`config.mk`:
```
export PLATFORM = sky130hd
export DESIGN_NAME = mips_instr_encoder
export DESIGN_NICKNAME = d
export VERILOG_FILES = /design/src/rtl/mips_instr_encoder.sv
export SDC_FILE = /design/constraint.sdc
export NUM_CORES = 1
export LEC_CHECK = 0
export CORE_ASPECT_RATIO = 0.75
export CORE_MARGIN = 5
export CORE_UTILIZATION = 39
export CTS_BUF_LIST = sky130_fd_sc_hd__clkbuf_2 sky130_fd_sc_hd__clkbuf_4 sky130_fd_sc_hd__clkbuf_8
export CTS_CLUSTER_DIAMETER = 150
export CTS_CLUSTER_SIZE = 14
export DETAILED_ROUTE_END_ITERATION = 8
export PLACE_DENSITY_LB_ADDON = 0.3
export REMOVE_ABC_BUFFERS = 1
export SLEW_MARGIN = 0
export SYNTH_ARGS = -nofsm -noshare
export SYNTH_HDL_FRONTEND = slang
export SYNTH_SLANG_ARGS = --single-unit
```
`constraint.sdc`:
```
create_clock -name clk -period 1.8 [get_ports clk]
set_input_delay 0.36 -clock clk [delete_from_list [all_inputs] [get_ports clk]]
set_output_delay 0.36 -clock clk [all_outputs]
set_load 0.1 [all_outputs]
```
`src/rtl/mips_instr_encoder.sv`:
```
// rtl/mips_instr_encoder.sv - symbolic MIPS instruction encoder and instruction-memory loader
//
// Accepts one symbolic instruction per in_valid/in_ready handshake, packs it
// into a 32-bit MIPS word and writes it to instruction memory at a
// self-incrementing word address. flush pads the remaining words with NOPs,
// then the loader halts until reset.
//
// Ports:
//   clk, rst                       clock, synchronous active-high reset
//   in_valid, in_ready             request handshake
//   op, rs, rt, rd, shamt, imm,    symbolic instruction fields
//   target
//   flush                          finish program: pad with NOP, then halt
//   wr_en, wr_addr, wr_data        instruction-memory write port
//   count                          words written so far (instructions + pad)
//   full                           count has reached 2^ADDR_W
//   err                            sticky: an illegal op was accepted
//   done                           padding complete, loader halted

module mips_instr_encoder #(
   parameter int ADDR_W    = 6,
   parameter int BASE_ADDR = 0
) (
   input  logic              clk,
   input  logic              rst,
   input  logic              in_valid,
   output logic              in_ready,
   input  logic [4:0]        op,
   input  logic [4:0]        rs,
   input  logic [4:0]        rt,
   input  logic [4:0]        rd,
   input  logic [4:0]        shamt,
   input  logic [15:0]       imm,
   input  logic [25:0]       target,
   input  logic              flush,
   output logic              wr_en,
   output logic [ADDR_W-1:0] wr_addr,
   output logic [31:0]       wr_data,
   output logic [ADDR_W:0]   count,
   output logic              full,
   output logic              err,
   output logic              done
);

   typedef enum logic [1:0] {IDLE, WRITE, PAD, DONE} state_t;

   localparam logic [ADDR_W-1:0] PTR_BASE = ADDR_W'(BASE_ADDR);
   localparam logic [ADDR_W-1:0] PTR_ONE  = ADDR_W'(1);
   localparam logic [ADDR_W:0]   CNT_ONE  = (ADDR_W+1)'(1);

   state_t              state;
   logic [ADDR_W-1:0]   ptr;
   logic [ADDR_W:0]     cnt;
   logic [31:0]         word;
   logic                err_r;

   logic [31:0]         enc;
   logic                legal;
   logic                is_full;

   function automatic logic [31:0] r_word(input logic [4:0] f_rs, input logic [4:0] f_rt,
                                          input logic [4:0] f_rd, input logic [4:0] f_sh,
                                          input logic [5:0] funct);
      return {6'b000000, f_rs, f_rt, f_rd, f_sh, funct};
   endfunction

   function automatic logic [31:0] i_word(input logic [5:0] opc, input logic [4:0] f_rs,
                                          input logic [4:0] f_rt, input logic [15:0] f_imm);
      return {opc, f_rs, f_rt, f_imm};
   endfunction

   // Field forcing: shifts drop rs, jr keeps only rs, other R-types drop shamt,
   // lui drops rs.
   always_comb begin
      enc   = 32'h00000000;
      legal = 1'b1;
      case (op)
         5'd0:    enc = r_word(rs, rt, rd, 5'd0, 6'b100000);
         5'd1:    enc = r_word(rs, rt, rd, 5'd0, 6'b100010);
         5'd2:    enc = r_word(rs, rt, rd, 5'd0, 6'b100100);
         5'd3:    enc = r_word(rs, rt, rd, 5'd0, 6'b100101);
         5'd4:    enc = r_word(rs, rt, rd, 5'd0, 6'b100110);
         5'd5:    enc = r_word(5'd0, rt, rd, shamt, 6'b000000);
         5'd6:    enc = r_word(5'd0, rt, rd, shamt, 6'b000010);
         5'd7:    enc = r_word(5'd0, rt, rd, shamt, 6'b000011);
         5'd8:    enc = r_word(rs, 5'd0, 5'd0, 5'd0, 6'b001000);
         5'd9:    enc = i_word(6'b001000, rs, rt, imm);
         5'd10:   enc = i_word(6'b001100, rs, rt, imm);
         5'd11:   enc = i_word(6'b001101, rs, rt, imm);
         5'd12:   enc = i_word(6'b001110, rs, rt, imm);
         5'd13:   enc = i_word(6'b100011, rs, rt, imm);
         5'd14:   enc = i_word(6'b101011, rs, rt, imm);
         5'd15:   enc = i_word(6'b000100, rs, rt, imm);
         5'd16:   enc = i_word(6'b000101, rs, rt, imm);
         5'd17:   enc = i_word(6'b001111, 5'd0, rt, imm);
         5'd18:   enc = {6'b000010, target};
         5'd19:   enc = {6'b000011, target};
         default: legal = 1'b0;
      endcase
   end

   // count never exceeds 2^ADDR_W, so its MSB alone means "full".
   assign is_full = cnt[ADDR_W];

   // count is bumped on the edge that enters a write cycle, so during the
   // write strobe it already includes the word being written. PAD therefore
   // leaves for DONE once count shows 2^ADDR_W.
   always_ff @(posedge clk) begin
      if (rst) begin
         state <= IDLE;
         ptr   <= PTR_BASE;
         cnt   <= '0;
         word  <= 32'h00000000;
         err_r <= 1'b0;
      end else begin
         case (state)
            IDLE: begin
               if (in_valid && !is_full) begin
                  if (legal) begin
                     word  <= enc;
                     cnt   <= cnt + CNT_ONE;
                     state <= WRITE;
                  end else begin
                     err_r <= 1'b1;
                  end
               end else if (flush) begin
                  if (is_full) begin
                     state <= DONE;
                  end else begin
                     cnt   <= cnt + CNT_ONE;
                     state <= PAD;
                  end
               end
            end
            WRITE: begin
               ptr   <= ptr + PTR_ONE;
               state <= IDLE;
            end
            PAD: begin
               ptr <= ptr + PTR_ONE;
               if (is_full) begin
                  state <= DONE;
               end else begin
                  cnt <= cnt + CNT_ONE;
               end
            end
            DONE: state <= DONE;
            default: state <= IDLE;
         endcase
      end
   end

   assign in_ready = (state == IDLE) && !is_full && !rst;
   assign wr_en    = (state == WRITE) || (state == PAD);
   assign wr_addr  = ptr;
   assign wr_data  = (state == WRITE) ? word : 32'h00000000;
   assign count    = cnt;
   assign full     = is_full;
   assign err      = err_r;
   assign done     = (state == DONE);

endmodule

```
Word-level counts from Yosys, hierarchy flattened
Cells that the tools add are included.
W data, S select, Z words.
{"block": "totals", "reg_bits": 48, "in_bits": 71, "out_inout_bits": 50}
{"block": "classes", "n_reduce_logical": 15, "n_bitwise": 1, "n_mux": 14, "n_eq_ne": 25, "add_sub_neg": 2}
{"operator": "$pmux W32 S20", "n": 1}
{"operator": "$eq A5 B4 Y1 const B", "n": 8}
{"operator": "$mux W32", "n": 1}
{"operator": "$mux W7", "n": 4}
{"operator": "$eq A5 B3 Y1 const B", "n": 4}
{"operator": "$eq A5 B5 Y1 const B", "n": 4}
{"operator": "$reduce_or A20 Y1", "n": 1}
{"operator": "$pmux W7 S2", "n": 1}
{"operator": "$reduce_and A3 Y1", "n": 4}
{"operator": "$eq A5 B2 Y1 const B", "n": 2}
{"operator": "$mux W2", "n": 4}
{"operator": "$pmux W2 S4", "n": 1}
{"operator": "$add A7 B1 Y7 const B", "n": 1}
{"operator": "$add A6 B1 Y6 const B", "n": 1}
{"operator": "$ne A3 B3 Y1 const B", "n": 2}
{"operator": "$eq A5 B1 Y1 const B", "n": 1}
{"operator": "$logic_not A5 Y1", "n": 1}
{"operator": "$eq A2 B2 Y1 const B", "n": 2}
{"operator": "$logic_and A1 B1 Y1", "n": 3}
{"operator": "$eq A2 B1 Y1 const B", "n": 1}
{"operator": "$logic_not A1 Y1", "n": 2}
{"operator": "$logic_not A2 Y1", "n": 1}
{"operator": "$mux W1", "n": 2}
{"operator": "$ne A2 B2 Y1 const B", "n": 1}
{"operator": "other kinds (4)", "n": 4}

Logic depth before layout (Yosys ltp)
{"block": "depth", "ltp_word": 6, "depth_mapped": 8, "mapped_depth_nobuf": 7}

Worst setup path before layout
Ideal clock, no wire load.
{"block": "synth_timing", "kind": "reg2out", "startpoint": "register cnt[6], in the netlist count[6]", "endpoint": "output port in_ready", "arrival_ns": 2.354, "n_path_buf": 0, "required_time_ns": 1.440, "setup_slack_ns": -0.914, "stages_incl_launch_ff": 3, "path_cell_list": "dfxtp_1 > nor2b_1 > nor2b_1"}
{"block": "synth_between", "elab_chain_len": 3}
{"element": "from (decl)", "line_no": "53", "rtl": "logic [ADDR_W:0] cnt;"}
{"element": "from (signal assigned)", "line_no": "121", "rtl": "cnt <= cnt + CNT_ONE;"}
{"element": "from (signal assigned)", "line_no": "130", "rtl": "cnt <= cnt + CNT_ONE;"}
{"element": "from (signal assigned)", "line_no": "144", "rtl": "cnt <= cnt + CNT_ONE;"}
{"element": "$logic_not A1 Y1", "line_no": "153", "rtl": "assign in_ready = (state == IDLE) && !is_full && !rst;"}
{"element": "$logic_and A1 B1 Y1 (2 in a row)", "line_no": "153"}
{"element": "to (decl)", "line_no": "27", "rtl": "output logic in_ready,"}
No other way between the ends.

Worst setup path after layout
{"block": "layout_timing", "startpoint": "register state[0]", "endpoint": "output port in_ready"}
{"block": "layout_between", "elab_chain_len": 3}
{"element": "from (decl)", "line_no": "51", "rtl": "state_t state;"}
{"element": "from (signal assigned)", "line_no": "110", "rtl": "state <= IDLE;"}
{"element": "from (signal assigned)", "line_no": "122", "rtl": "state <= WRITE;"}
{"element": "from (signal assigned)", "line_no": "128", "rtl": "state <= DONE;"}
{"element": "$logic_not A2 Y1", "line_no": "153"}
{"element": "$logic_and A1 B1 Y1 (2 in a row)", "line_no": "153"}
No other way between the ends.

==> flow_summary.toml <==
[pwr]
p_total_mw = 6.27
power_density_nw_per_um2 = 1210
ir_drop_mv = 1.10
leakage_nw = 2.03

[global_route]
antenna_found_initial = 0
grt_overflow = 0
grt_start_max_net_pins = 35
grt_use_total = 0.216
grt_pass1_vias = 3038
grt_first_pass_wirelength_um = 15000

[worst_setup_path]
crit_family = "flip-flops"
crit_chain = "inv_2 > ha_2 > nor2b_4 > nor2b_4 > buf_12"
crit_type = "reg -> out"
reg2reg_from = "state[0]"
critPathMaxStageDelay_ps = 360
crit_fanout = 4
critPathSlowestCell = "dfxtp_2"
critPathCaptureType = "output port"
startpoint_type = "register"
cpMostUsedCell = "nor2b_4"
critical_path_buf_inv_count = 2
startpoint = "state[0]"
required_ps = 1440
critPathArrivalTime_ps = 1490

[clocking]
clock_path_buffers = 2
insertion_delay_ps = 310
cts_sinks = 47
cts_tree = "yes"
numCtsBuffers = 5
ctsHtreeMaxLevel = 2
cts_root_buf = "clkbuf_8"
clk_pin_slew_ps = 90

[synthesis]
ys_warn_count = 0
synthCells = 325
avgSynthCellArea_um2 = 8.20
syn-cell-area_um2 = 2660
synth_cell_type_count = 50
synth-edff-count = 0
yosys.area.top_type = "dfxtp_1"
synth-seq-area-share = 0.353
synth_area_leaders = "dfxtp_1 (35%), and2_1 (7.3%), nor2_1 (6.8%), a221oi_1 (3.9%), a311oi_1 (3.9%)"
synth-main-ff-cell = "dfxtp_1"
synth_top_area_share = 0.353
async_flop_share = 0
synth_seq_cells = 47

[layout]
final_cell_mix = "clkdlybuf4s50_1 (65), buf_12 (54), nor2_1 (46)"
final_common_cell = "clkdlybuf4s50_1"
antenna_cells = 0
syn2layout_area_growth_pct = 93.8
instances_no_fill = 558
fillers = 434
final_layout_size_suffix_gt1_frac = 0.363
fin_nets = 552

[floorplan]
ios = 121
die_x_um = 105
dieHeight_um = 81.6
start_util = 0.396
die_area_um2 = 8600
row_count = 26
core_area_um2 = 6730

[route]
wl_per_cell_um = 18.3
firstDrtPassIters = 7
first_iter_violations = 229
vias_per_cell = 5.74
ant_nets = 0
drt_wl_total_um = 10200
dr_total_vias = 3205
drc = 0

[sta]
setup_violations = 24
period_share = 1.03
whs_ps = 438
rsz0062_at_grt = "yes"
setup_ws_ps = -50.0
slew_violations = 0
max_freq_mhz = 541
post-route-min-period_ps = 1850
fin_skew_ps = 12.2
hold_violations = 0

[placed_design]
dpl.hpwl_um = 6820
placedCellCount = 541
finalWeightedCongestion = 0.837
numPortBuffers = 119

[job]
cap_violations = 0

[run_status]
violations = "negative setup slack"
outcome = "finished, violations left"

[hold_path]
worstHoldPathType = "in -> reg"
hold_start = "rst"
-- synthesized netlist by cell type (6+ instances only) --
cell	instances
dfxtp_1	47
nand2_1	17
buf_2	9
nor2b_1	7
o21ai_0	9
and2_1	31
clkbuf_1	14
a311oi_1	12
nor2_1	48
a221oi_1	12
a211oi_1	8
nand3_1	6
ha_1	8
nor3_1	16
a32oi_1	6
a21oi_1	7
a222oi_1	7
-- state kept, by name (all words and copies together) (netlist names) --
name and cells:
count 7, err 1, state 2, word 31
wr_addr 6
-- kinds of logic (layout without fill, tap and decap cells) --
logic type               after synthesis  after routing  share of synthesized area
adder cells (fa/ha/maj)                8              8                     0.0376
multiplexers                           4              4                     0.0160
XOR/XNOR                               7              7                     0.0230
AO/OA/AOI/OAI                         77             77                      0.229
AND/OR/NAND/NOR                      147            147                      0.279
buffers and inverters                 34            183                     0.0606
other                                  1              1                    0.00141
flip-flops                            47             47                      0.353
-- report_power, final --
| part | switching, mW | internal [mW] | total (mW) |
|---|---|---|---|
| Clock | 0.375 | 0.287 | 0.662 |
| Combinational | 2.35 | 1.79 | 4.13 |
| Sequential | 0.191 | 1.28 | 1.47 |
-- stage by stage --
stage / worst slack, ps / TNS (ps) / cell area (um^2) / utilization
global route: -91.2 / -2120 / 5160 / 0.766
floorplan: -1350 / -53250 / 2520 / -
CTS: -27.1 / -134 / 4930 / 0.733
detailed placement: -360 / -10690 / 4680 / 0.695
finish: -50.0 / -446 / 5160 / 0.766
global placement: -304 / -9040 / 4680 / 0.695
-- worst paths after layout --
check             endpoint  slack [ps]  cells after the start
setup / recovery  in_ready         -50                      5
hold / removal    count[0]         440                      2
setup reg to reg  count[0]          20                      8
hold reg to reg   word[31]         490                      2
-- worst reg2reg max path, cell delays in order (launching register included) --
cell and delay [ps]:
dfxtp_2 390, inv_2 80, ha_2 210, nor2b_4 130, buf_4 140, a32oi_4 360, buf_6 160, xor2_1 130
nor2_1 50
-- final cells by class --
| cell class | instances | area [um^2] | share of cell area |
|---|---|---|---|
| timing repair buffer | 169 | 2220 | 0.430 |
| sequential | 47 | 948 | 0.184 |
| clock buffer | 6 | 76.3 | 0.0148 |
| inverter | 6 | 25.0 | 0.00485 |
| multi-input combinational | 244 | 1770 | 0.344 |
| clock inverter | 2 | 12.5 | 0.00242 |
| tap | 84 | 105 | 0.0204 |
-- metal layers --
| metal | wire length [um] | track usage | share of wire | up-vias |
|---|---|---|---|---|
| met5 | 0 | 0 | 0 | - |
| li1 | - | - | - | 1477 |
| met4 | 230 | 0.0590 | 0.023 | 0 |
| met2 | 5080 | 0.375 | 0.50 | 157 |
| met1 | 4110 | 0.265 | 0.40 | 1542 |
| met3 | 770 | 0.0597 | 0.076 | 29 |
-- repair_timing --
action | in CTS | in global routing
hold buffers | 0 | 0
setup buffers | 0 | 5
resized for setup | 40 | 34
pin swaps | 1 | 7
setup endpoints to repair | 37 | 64
cloned | 2 | 2
No activity file was read; power rests on OpenSTA's default activity.
